===== src/rtl/grf_pkg.sv =====
// Shared definitions for the multi-port register file: default geometry,
// the hard-wired zero register index and the pending-write counter type.
package grf_pkg;

    localparam int GRF_DW       = 32;
    localparam int GRF_AW       = 5;
    localparam int GRF_CW       = 2;
    localparam int GRF_ZERO_REG = 0;

    typedef logic [GRF_CW-1:0] cnt_t;

endpackage


===== src/rtl/grf_scoreboard.sv =====
// Pending-write scoreboard: one saturating counter per register, incremented
// by accepted issues and decremented by retiring write-backs. Busy lookup
// follows GRF_BYPASS_EN (next-state view when defined).
module grf_scoreboard
    import grf_pkg::*;
#(
    parameter int AW    = GRF_AW,
    parameter int CW    = GRF_CW,
    parameter int NREAD = 2
) (
    input  logic               Clk,
    input  logic               Reset,
    input  logic               issue_en,
    input  logic [AW-1:0]      issue_reg,
    input  logic               we0,
    input  logic [AW-1:0]      wa0,
    input  logic               wr0,
    input  logic               we1,
    input  logic [AW-1:0]      wa1,
    input  logic               wr1,
    input  logic [NREAD*AW-1:0] ra,
    output logic [NREAD-1:0]   rbusy,
    output logic               issue_full
);

    localparam int            DEPTH    = 1 << AW;
    localparam logic [AW-1:0] ZERO_A   = AW'(GRF_ZERO_REG);
    localparam logic [CW-1:0] CNT_ZERO = {CW{1'b0}};
    localparam logic [CW-1:0] CNT_MAX  = {CW{1'b1}};
    localparam logic [CW+1:0] ZERO_W   = {(CW+2){1'b0}};
    localparam logic [CW+1:0] ONE_W    = {{(CW+1){1'b0}}, 1'b1};

    logic [CW-1:0] cnt_r     [DEPTH];
    logic [CW-1:0] cnt_nxt_s [DEPTH];
    logic [CW+1:0] sum_s     [DEPTH];
    logic [CW+1:0] dec_s     [DEPTH];
    logic [CW+1:0] diff_s    [DEPTH];
    logic          ret0_s;
    logic          ret1_s;
    logic          full_s;
    logic          inc_s;
    logic [NREAD-1:0] rbusy_s;

    // Retires only count for real writes to a non-zero register.
    always_comb begin
        ret0_s = we0 & wr0 & (wa0 != ZERO_A);
        ret1_s = we1 & wr1 & (wa1 != ZERO_A);
    end

    // Per-register retire count for this cycle (0..2).
    always_comb begin
        for (int r = 0; r < DEPTH; r++) begin
            dec_s[r] = (((ret0_s && (wa0 == AW'(r))) ? ONE_W : ZERO_W)
                      + ((ret1_s && (wa1 == AW'(r))) ? ONE_W : ZERO_W));
        end
    end

    // A full counter only rejects the issue if nothing retires it this cycle.
    always_comb begin
        full_s = 1'b0;
        if (issue_reg == ZERO_A) begin
            full_s = 1'b0;
        end else if ((cnt_r[issue_reg] == CNT_MAX) && (dec_s[issue_reg] == ZERO_W)) begin
            full_s = 1'b1;
        end else begin
            full_s = 1'b0;
        end
        inc_s = issue_en & (issue_reg != ZERO_A) & ~full_s;
    end

    // Next count = cnt + inc - dec, clamped at zero on underflow.
    always_comb begin
        for (int r = 0; r < DEPTH; r++) begin
            sum_s[r] = {2'b00, cnt_r[r]} + ((inc_s && (issue_reg == AW'(r))) ? ONE_W : ZERO_W);
            if (sum_s[r] >= dec_s[r]) begin
                diff_s[r] = sum_s[r] - dec_s[r];
            end else begin
                diff_s[r] = ZERO_W;
            end
            cnt_nxt_s[r] = diff_s[r][CW-1:0];
        end
    end

    // Counter state; reset discards any concurrent issue or retire.
    always_ff @(posedge Clk) begin
        if (!Reset) begin
            for (int r = 0; r < DEPTH; r++) begin
                cnt_r[r] <= CNT_ZERO;
            end
        end else begin
            for (int r = 0; r < DEPTH; r++) begin
                cnt_r[r] <= cnt_nxt_s[r];
            end
        end
    end

    // Busy lookup per read port.
    always_comb begin
        for (int i = 0; i < NREAD; i++) begin
`ifdef GRF_BYPASS_EN
            rbusy_s[i] = ({2'b00, cnt_r[ra[i*AW +: AW]]} > dec_s[ra[i*AW +: AW]]);
`else
            rbusy_s[i] = (cnt_r[ra[i*AW +: AW]] != CNT_ZERO);
`endif
        end
    end

    assign rbusy      = rbusy_s;
    assign issue_full = full_s;

endmodule


===== src/rtl/grf_mp.sv =====
// Multi-port general register file: two write ports, NREAD read ports and a
// pending-write scoreboard. Write-through forwarding enabled by GRF_BYPASS_EN.
module grf_mp
    import grf_pkg::*;
#(
    parameter int DW    = GRF_DW,
    parameter int AW    = GRF_AW,
    parameter int NREAD = 2,
    parameter int CW    = GRF_CW
) (
    input  logic                Clk,
    input  logic                Reset,
    input  logic [NREAD*AW-1:0] RA,
    output logic [NREAD*DW-1:0] RD,
    output logic [NREAD-1:0]    RBusy,
    input  logic                WE0,
    input  logic [AW-1:0]       WA0,
    input  logic [DW-1:0]       WD0,
    input  logic                WR0,
    input  logic                WE1,
    input  logic [AW-1:0]       WA1,
    input  logic [DW-1:0]       WD1,
    input  logic                WR1,
    input  logic                IssueEn,
    input  logic [AW-1:0]       IssueReg,
    output logic                IssueFull
);

    localparam int            DEPTH  = 1 << AW;
    localparam logic [AW-1:0] ZERO_A = AW'(GRF_ZERO_REG);
    localparam logic [DW-1:0] ZERO_D = {DW{1'b0}};

    logic [DW-1:0]       mem_r [DEPTH];
    logic [NREAD*DW-1:0] rd_s;

    // Storage array; port 1 is applied last so it wins an address collision.
    always_ff @(posedge Clk) begin
        if (!Reset) begin
            for (int r = 0; r < DEPTH; r++) begin
                mem_r[r] <= ZERO_D;
            end
        end else begin
            if (WE0 && (WA0 != ZERO_A)) begin
                mem_r[WA0] <= WD0;
            end
            if (WE1 && (WA1 != ZERO_A)) begin
                mem_r[WA1] <= WD1;
            end
        end
    end

    // Read muxes, with optional same-cycle forwarding of in-flight writes.
    always_comb begin
        rd_s = {(NREAD*DW){1'b0}};
        for (int i = 0; i < NREAD; i++) begin
            if (RA[i*AW +: AW] == ZERO_A) begin
                rd_s[i*DW +: DW] = ZERO_D;
`ifdef GRF_BYPASS_EN
            end else if (WE1 && (WA1 == RA[i*AW +: AW])) begin
                rd_s[i*DW +: DW] = WD1;
            end else if (WE0 && (WA0 == RA[i*AW +: AW])) begin
                rd_s[i*DW +: DW] = WD0;
`endif
            end else begin
                rd_s[i*DW +: DW] = mem_r[RA[i*AW +: AW]];
            end
        end
    end

    assign RD = rd_s;

    grf_scoreboard #(
        .AW    (AW),
        .CW    (CW),
        .NREAD (NREAD)
    ) u_sb (
        .Clk        (Clk),
        .Reset      (Reset),
        .issue_en   (IssueEn),
        .issue_reg  (IssueReg),
        .we0        (WE0),
        .wa0        (WA0),
        .wr0        (WR0),
        .we1        (WE1),
        .wa1        (WA1),
        .wr1        (WR1),
        .ra         (RA),
        .rbusy      (RBusy),
        .issue_full (IssueFull)
    );

endmodule

===== config.mk =====
export PLATFORM = sky130hd
export DESIGN_NAME = grf_mp
export DESIGN_NICKNAME = d
export VERILOG_FILES = /design/src/rtl/grf_pkg.sv /design/src/rtl/grf_scoreboard.sv /design/src/rtl/grf_mp.sv
export SDC_FILE = /design/constraint.sdc
export NUM_CORES = 2
export LEC_CHECK = 0
export ABC_CLOCK_PERIOD_IN_PS = 8340
export CELL_PAD_IN_SITES_DETAIL_PLACEMENT = 1
export CELL_PAD_IN_SITES_GLOBAL_PLACEMENT = 1
export CORE_MARGIN = 10
export CORE_UTILIZATION = 29
export CTS_BUF_LIST = sky130_fd_sc_hd__clkbuf_4 sky130_fd_sc_hd__clkbuf_8 sky130_fd_sc_hd__clkbuf_16
export DETAILED_ROUTE_END_ITERATION = 6
export PLACE_DENSITY = 0.61
export SYNTH_ARGS = -nofsm -noshare
export SYNTH_HDL_FRONTEND = slang
export SYNTH_SLANG_ARGS = --single-unit

===== constraint.sdc =====
create_clock -name Clk -period 8.34 [get_ports Clk]
set_input_delay 1.668 -clock Clk [delete_from_list [all_inputs] [get_ports Clk]]
set_output_delay 1.668 -clock Clk [all_outputs]
set_load 0.05 [all_outputs]

# Word level (Yosys, flattened, before mapping)
# Memory sizes are Yosys's and may differ from the RTL's.
# Index checks and enable logic that the tools add are counted.
# W data, S select, Z words.
[word_totals] latchBits=0 inputBits=96 ff_bits=0 ram_bits=1088 mem_count=2 elab_cells=558 output_inout_bits=67 rom_bits=0
[mem_list] name="mem_r" words=32 word_bits=32 rd=2 rd_clocked_by_memory_dff=0 write_ports=32 line_no="grf_mp.sv:33" rtl="logic [DW-1:0] mem_r [DEPTH];"
[mem_list] name="u_sb.cnt_r" words=32 word_bits=2 rd=35 rd_clocked_by_memory_dff=0 write_ports=32 line_no="grf_scoreboard.sv:33" rtl="logic [CW-1:0] cnt_r [DEPTH];"
[op_classes] mux=181 n_reduce_logical=112 n_eq_ne=94 n_div=0 add_sub_neg=96 bitwise=40 magnitude_cmp=33 shift=0 multipliers=0
[op_table] operator="$eq A5 B5 Y1 const B" n=48
[op_table] operator="$ge A4 B4 Y1" n=32
[op_table] operator="$mux W2" n=64
[op_table] operator="$mux W32" n=4
[op_table] operator="$eq A5 B4 Y1 const B" n=24
[op_table] operator="$mux W1" n=108
[op_table] operator="$logic_and A1 B1 Y1" n=99
[op_table] operator="$add A2 B1 Y3" n=32
[op_table] operator="$add A1 B1 Y2" n=32
[op_table] operator="$reduce_or A32 Y1" n=2
[op_table] operator="$sub A2 B2 Y2" n=32
[op_table] operator="$eq A5 B3 Y1 const B" n=12
[op_table] operator="$or A1 B1 Y1" n=32
[op_table] operator="$eq A5 B2 Y1 const B" n=6
[op_table] operator="$logic_not A5 Y1" n=5
[op_table] operator="$bmux W4 S5" n=1
[op_table] operator="$eq A5 B1 Y1 const B" n=3
[op_table] operator="$reduce_bool A5 Y1" n=3
[op_table] operator="$mux W5" n=2
[op_table] operator="$mux W4" n=2
[op_table] operator="$and A1 B1 Y1" n=6
[op_table] operator="$ge A6 B6 Y1 const B" n=1
[op_table] operator="$not A5 Y6" n=1
[op_table] operator="$logic_not A4 Y1" n=1
[op_table] operator="other kinds (3)" n=4

# Depth between registers and ports, before layout
[depth] ltp_word=20 mapped_depth=19 ltp_nobuf=17

# Cells and area by module
# Synthesis repeated with hierarchy kept, for this count alone.
[unflattened] cells_unflattened=4782 hier_area_um2=66020.8
[modules_own_cells] module="grf_mp" seq_area_each_um2=30749.5 n_inst=1 cells_per_inst=3893 area_each_um2=58259.6
[modules_own_cells] module="grf_scoreboard" seq_area_each_um2=1281.2 n_inst=1 cells_per_inst=889 area_each_um2=7761.2

# Worst setup path after synthesis
# OpenSTA, ideal clock, no wires.
[synth_timing] path_type="input to output" startpoint="input WA1[1]" endpoint="output IssueFull" path_stages=13 slack_ns=1.642 required_time_ns=6.672 path_buffers=3 arrival_ns=5.030 path_cell_list="buf_2 -> or3_1 -> clkbuf_1 -> nand3b_1 -> nor2_1 -> ha_1 -> mux4_2 -> a211oi_1 -> a21oi_1 -> nor4_1 -> a21o_2 -> buf_6 -> a21boi_1"
[synth_between] elab_chain_len=12 elab_cells_between_ends=137 classes_between="add/sub: 32; eq/ne: 31; mux: 37; bitwise: 1; reduce/logical: 36"
[synth_rtl] item="start, declared" line_no="grf_mp.sv:21" rtl="input logic [AW-1:0] WA1,"
[synth_rtl] item="$reduce_bool A5 Y1" line_no="grf_scoreboard.sv:47" rtl="ret1_s = we1 & wr1 & (wa1 != ZERO_A);"
[synth_rtl] item="$and A1 B1 Y1" line_no="grf_scoreboard.sv:47"
[synth_rtl] item="$logic_and A1 B1 Y1" line_no="grf_scoreboard.sv:54" rtl="+ ((ret1_s && (wa1 == AW'(r))) ? ONE_W : ZERO_W));"
[synth_rtl] item="$mux W1" line_no="grf_scoreboard.sv:54"
[synth_rtl] item="$add A1 B1 Y2" line_no="grf_scoreboard.sv:54"
[synth_rtl] item="$bmux W4 S5 (*)" line_no="grf_scoreboard.sv:63" rtl="end else if ((cnt_r[issue_reg] == CNT_MAX) && (dec_s[issue_reg] == ZERO_W)) begin"
[synth_rtl] item="$mux W4 (not written as such) (*) (2 in a row)" line_no="grf_scoreboard.sv:63"
[synth_rtl] item="$logic_not A4 Y1 (*)" line_no="grf_scoreboard.sv:63"
[synth_rtl] item="$logic_and A1 B1 Y1 (*)" line_no="grf_scoreboard.sv:63"
[synth_rtl] item="$mux W1 (*)" line_no="grf_scoreboard.sv:63"
[synth_rtl] item="$mux W1 (*)" line_no="grf_scoreboard.sv:61" rtl="if (issue_reg == ZERO_A) begin"
[synth_rtl] item="end, declared" line_no="grf_mp.sv:26" rtl="output logic IssueFull"
# Every way passes the cells marked *; elsewhere a longest branch is shown, timed or not. The select of a mux whose other input is x is not followed.

# Final worst setup path
[layout_timing] startpoint="input WA0[4]" endpoint="output IssueFull"
[layout_between] elab_chain_len=12 elab_cells_between_ends=137 classes_between="add/sub: 32; eq/ne: 31; mux: 37; bitwise: 1; reduce/logical: 36"
[layout_rtl] item="start, declared" line_no="grf_mp.sv:17" rtl="input logic [AW-1:0] WA0,"
[layout_rtl] item="$reduce_bool A5 Y1" line_no="grf_scoreboard.sv:46" rtl="ret0_s = we0 & wr0 & (wa0 != ZERO_A);"
[layout_rtl] item="$and A1 B1 Y1" line_no="grf_scoreboard.sv:46"
[layout_rtl] item="$logic_and A1 B1 Y1" line_no="grf_scoreboard.sv:53" rtl="dec_s[r] = (((ret0_s && (wa0 == AW'(r))) ? ONE_W : ZERO_W)"
[layout_rtl] item="$mux W1" line_no="grf_scoreboard.sv:53"
[layout_rtl] item="$add A1 B1 Y2" line_no="grf_scoreboard.sv:54"
[layout_rtl] item="$bmux W4 S5 (*)" line_no="grf_scoreboard.sv:63"
[layout_rtl] item="$mux W4 (not written as such) (*) (2 in a row)" line_no="grf_scoreboard.sv:63"
[layout_rtl] item="$logic_not A4 Y1 (*)" line_no="grf_scoreboard.sv:63"
[layout_rtl] item="$logic_and A1 B1 Y1 (*)" line_no="grf_scoreboard.sv:63"
[layout_rtl] item="$mux W1 (*)" line_no="grf_scoreboard.sv:63"
[layout_rtl] item="$mux W1 (*)" line_no="grf_scoreboard.sv:61"
# Marks and branches as above.

==> metrics.md <==
| Metric | Value |
|---|---|
| Status | `complete, no violations` |
| Primary FF master, synth | `edfxtp_1` |
| CTS Buffer Depth | `3` |
| Setup crit start kind | `primary input` |
| Worst-path fanout max | `15` |
| First-pass GRT wire length | `392400 µm` |
| Die Span Y | `493.7 µm` |
| Final ANT Viol Nets | `0` |
| Slowest-stage cell, CP | `clkdlybuf4s50_1` |
| Post-synth cell types | `61` |
| Post-CTS Hold Buffers | `0` |
| Lkg Pwr | `25.16 nW` |
| EDFF count, synth | `1024` |
| Setup Fix Bufs, Post-CTS | `0` |
| Fmax | `138.0 MHz` |
| Layout Cells excl Fill | `7371` |
| Initial antenna violation count | `23` |
| Avg Cell Area, Syn | `14.96 µm²` |
| Largest stage delay, worst path | `0.73 ns` |
| Clk_skew | `0.01436 ns` |
| Met1 usage | `28.12%` |
| Dominant cell type by area after synthesis | `edfxtp_1` |
| Max Cap Viol | `0` |
| CTS Buf Count | `132` |
| WHS | `0.7368 ns` |
| Final net count | `4581` |
| Met3 Use GR | `6.058%` |
| H-tree depth | `4` |
| Final instance area | `0.07465 mm²` |
| CTS Sinks | `1088` |
| Worst setup slack after layout | `1.094 ns` |
| Top cells by count, synth | `edfxtp_1 (1024), a22o_1 (992), mux4_2 (659)` |
| Die width | `493.7 µm` |
| Tot GR Track Use | `22.67%` |
| Hold Fails Final Rpt | `0` |
| Root Driver | `clkbuf_16` |
| Final Max Tran Viols | `0` |
| Vias per Instance | `6.428` |
| IO buf count | `162` |
| Estimated wirelength of the detail-placed design | `163200 µm` |
| Vias | `47382` |
| Met2 capacity usage during global routing | `36.40%` |
| #FFs+latches synth | `1088` |
| FP Rows | `173` |
| Ports | `163` |
| Cell count after synthesis | `4351` |
| Largest net degree at the start of global routing | `72` |
| Clock transition at path regs | `0.05 ns` |
| Pwr Density | `194.5 mW/mm²` |
| Final TNS setup | `0 ns` |
| # resized after CTS | `0` |
| Synth warn | `0` |
| Crit-path cells | `clkdlybuf4s50_1 -> nor3_1 -> or4_1 -> nor2_1 -> ha_1 -> mux4_2 -> o21ai_0 -> a21oi_1 -> nor4_1 -> a21o_2 -> a21boi_1 -> buf_12` |
| Crit path buf inv count | `2` |
| Clk_lat worst skew | `0.77 ns` |
| Top-area cell type share of the netlist area | `47.25%` |
| Die area | `0.2437 mm²` |
| Layout cells sized above 1 | `26.25%` |
| Total global routing overflow | `0` |
| Vias in the first global route | `48663` |
| Area Overhead vs Synth | `14.72%` |
| Sequential share of the synthesized area | `49.22%` |
| Routed wire per std cell | `38.79 µm` |
| Slew @ Worst Pin | `1.403 ns` |
| Period utilisation layout | `86.88%` |
| Worst Hold Class | `flop to flop` |
| DP Cell Count | `7134` |
| VDD IR-drop max | `0.0002271 V` |
| Starting Density | `29.22%` |
| Cell family with most CP delay | `simple AND/OR/NAND/NOR gates` |
| TritonCTS clock tree | `yes` |
| Setup Slack @ Placement | `1.129 ns` |
| Core area | `0.2227 mm²` |
| Routability cong. | `0.8341` |
| Total Routed Length | `285900 µm` |
| Worst EP required | `6.67 ns` |
| Capturing element type of the critical path | `output pin` |
| Top cells by area, synth | `edfxtp_1 (47%), mux4_2 (23%), a22o_1 (13%)` |
| DRC marker count from the first detailed-route iteration | `6158` |
| Global route hottest layer | `met2` |
| Tmin final | `7.246 ns` |
| Post-synth ARST share | `0%` |
| DRC Markers | `0` |
| Post-synth design cell area | `0.06507 mm²` |
| Slew Limit Headroom | `6.169%` |
| Crit path kind | `primary input to output pin` |
| Final setup violation count | `0` |
| Most common cell in the netlist | `edfxtp_1` |
| Dpl cell area | `0.07042 mm²` |
| Initial DRT Pass Iterations | `5` |
| Crit path arrival time | `5.58 ns` |
| Unrepaired setup endpoints after global routing | `false` |
cells by family (layout without fill, tap and decap cells):
kind of cell,count (synthesis),after routing,synth area share (%)
AOI/OAI and AO/OA,1108,1108,14.61
DFF,1088,1088,49.22
muxes,726,726,23.84
buffers and inverters,691,691,4.301
and+or+nand+nor,545,545,3.959
adders and majority gates,192,192,4.061
other,1,46,0.005763
final cells by class:
cell class,count,area [µm²]
fill,22788,148100
tap,2975,3722
multi-input combinational,2606,30930
inverter,102,385.4
timing repair buffer,363,3356
antenna,11,27.53
sequential,1088,32030
clock inverter,60,553.0
clock buffer,166,3646
stage by stage:
stage	utilization, %	power (mW)
6_report	33.52	14.52
5_1_grt	33.51	14.89
4_1_cts	33.50	14.54
3_5_place_dp	31.62	8.804
3_3_place_gp	31.62	8.754
2_1_floorplan	-	7.903
state kept, by name, indices dropped and copies added, names as in the netlist:
signal and flops:
mem_r 1024, u_sb.cnt_r 64
report_power, final:
part	switching (mW)	internal, mW
sequential	0.158	6.29
combinational	1.38	0.882
clock	2.46	3.34
tightest hold or removal path: stages, from the launching register on:
cell	delay [ns]
dfxtp_1	0.36
ha_1	0.16
nor2b_1	0.05
nor3_1	0.11
layer usage:
layer,vias to the layer above,part of all wire [%]
met5,-,0.041
met4,18,5.4
met3,784,11
met2,3254,47
met1,25334,37
li1,17992,-
final timing paths:
kind	endpoint	start	slack [ns]	cells after the start
max	IssueFull	WA0[4]	1.09	12
min	u_sb.cnt_r[31][0]$_SDFF_PN0_	u_sb.cnt_r[31][1]$_SDFF_PN0_	0.74	3
max reg2reg	u_sb.cnt_r[14][1]$_SDFF_PN0_	u_sb.cnt_r[13][0]$_SDFF_PN0_	4.50	13
min reg2reg	u_sb.cnt_r[31][0]$_SDFF_PN0_	u_sb.cnt_r[31][1]$_SDFF_PN0_	0.74	3
cells in the final DEF (no fill, tap or decap), drive strengths merged, types with 26 or more instances in the layout:
cell           netlist  layout
a211oi              46      46
a22o               992     992
buf                146     214
clkbuf             443     166
clkdlybuf4s50        0     149
clkinv               0      40
conb                 1      35
dfxtp               64      64
edfxtp            1024    1024
fa                  32      32
ha                 160     160
inv                102     111
mux2i               65      65
mux4               659     659
nand2              114     114
nand3b              26      26
nor2               248     248
nor2b               39      39
nor3                54      54
Note: power is estimated with default switching activity, not from simulation.
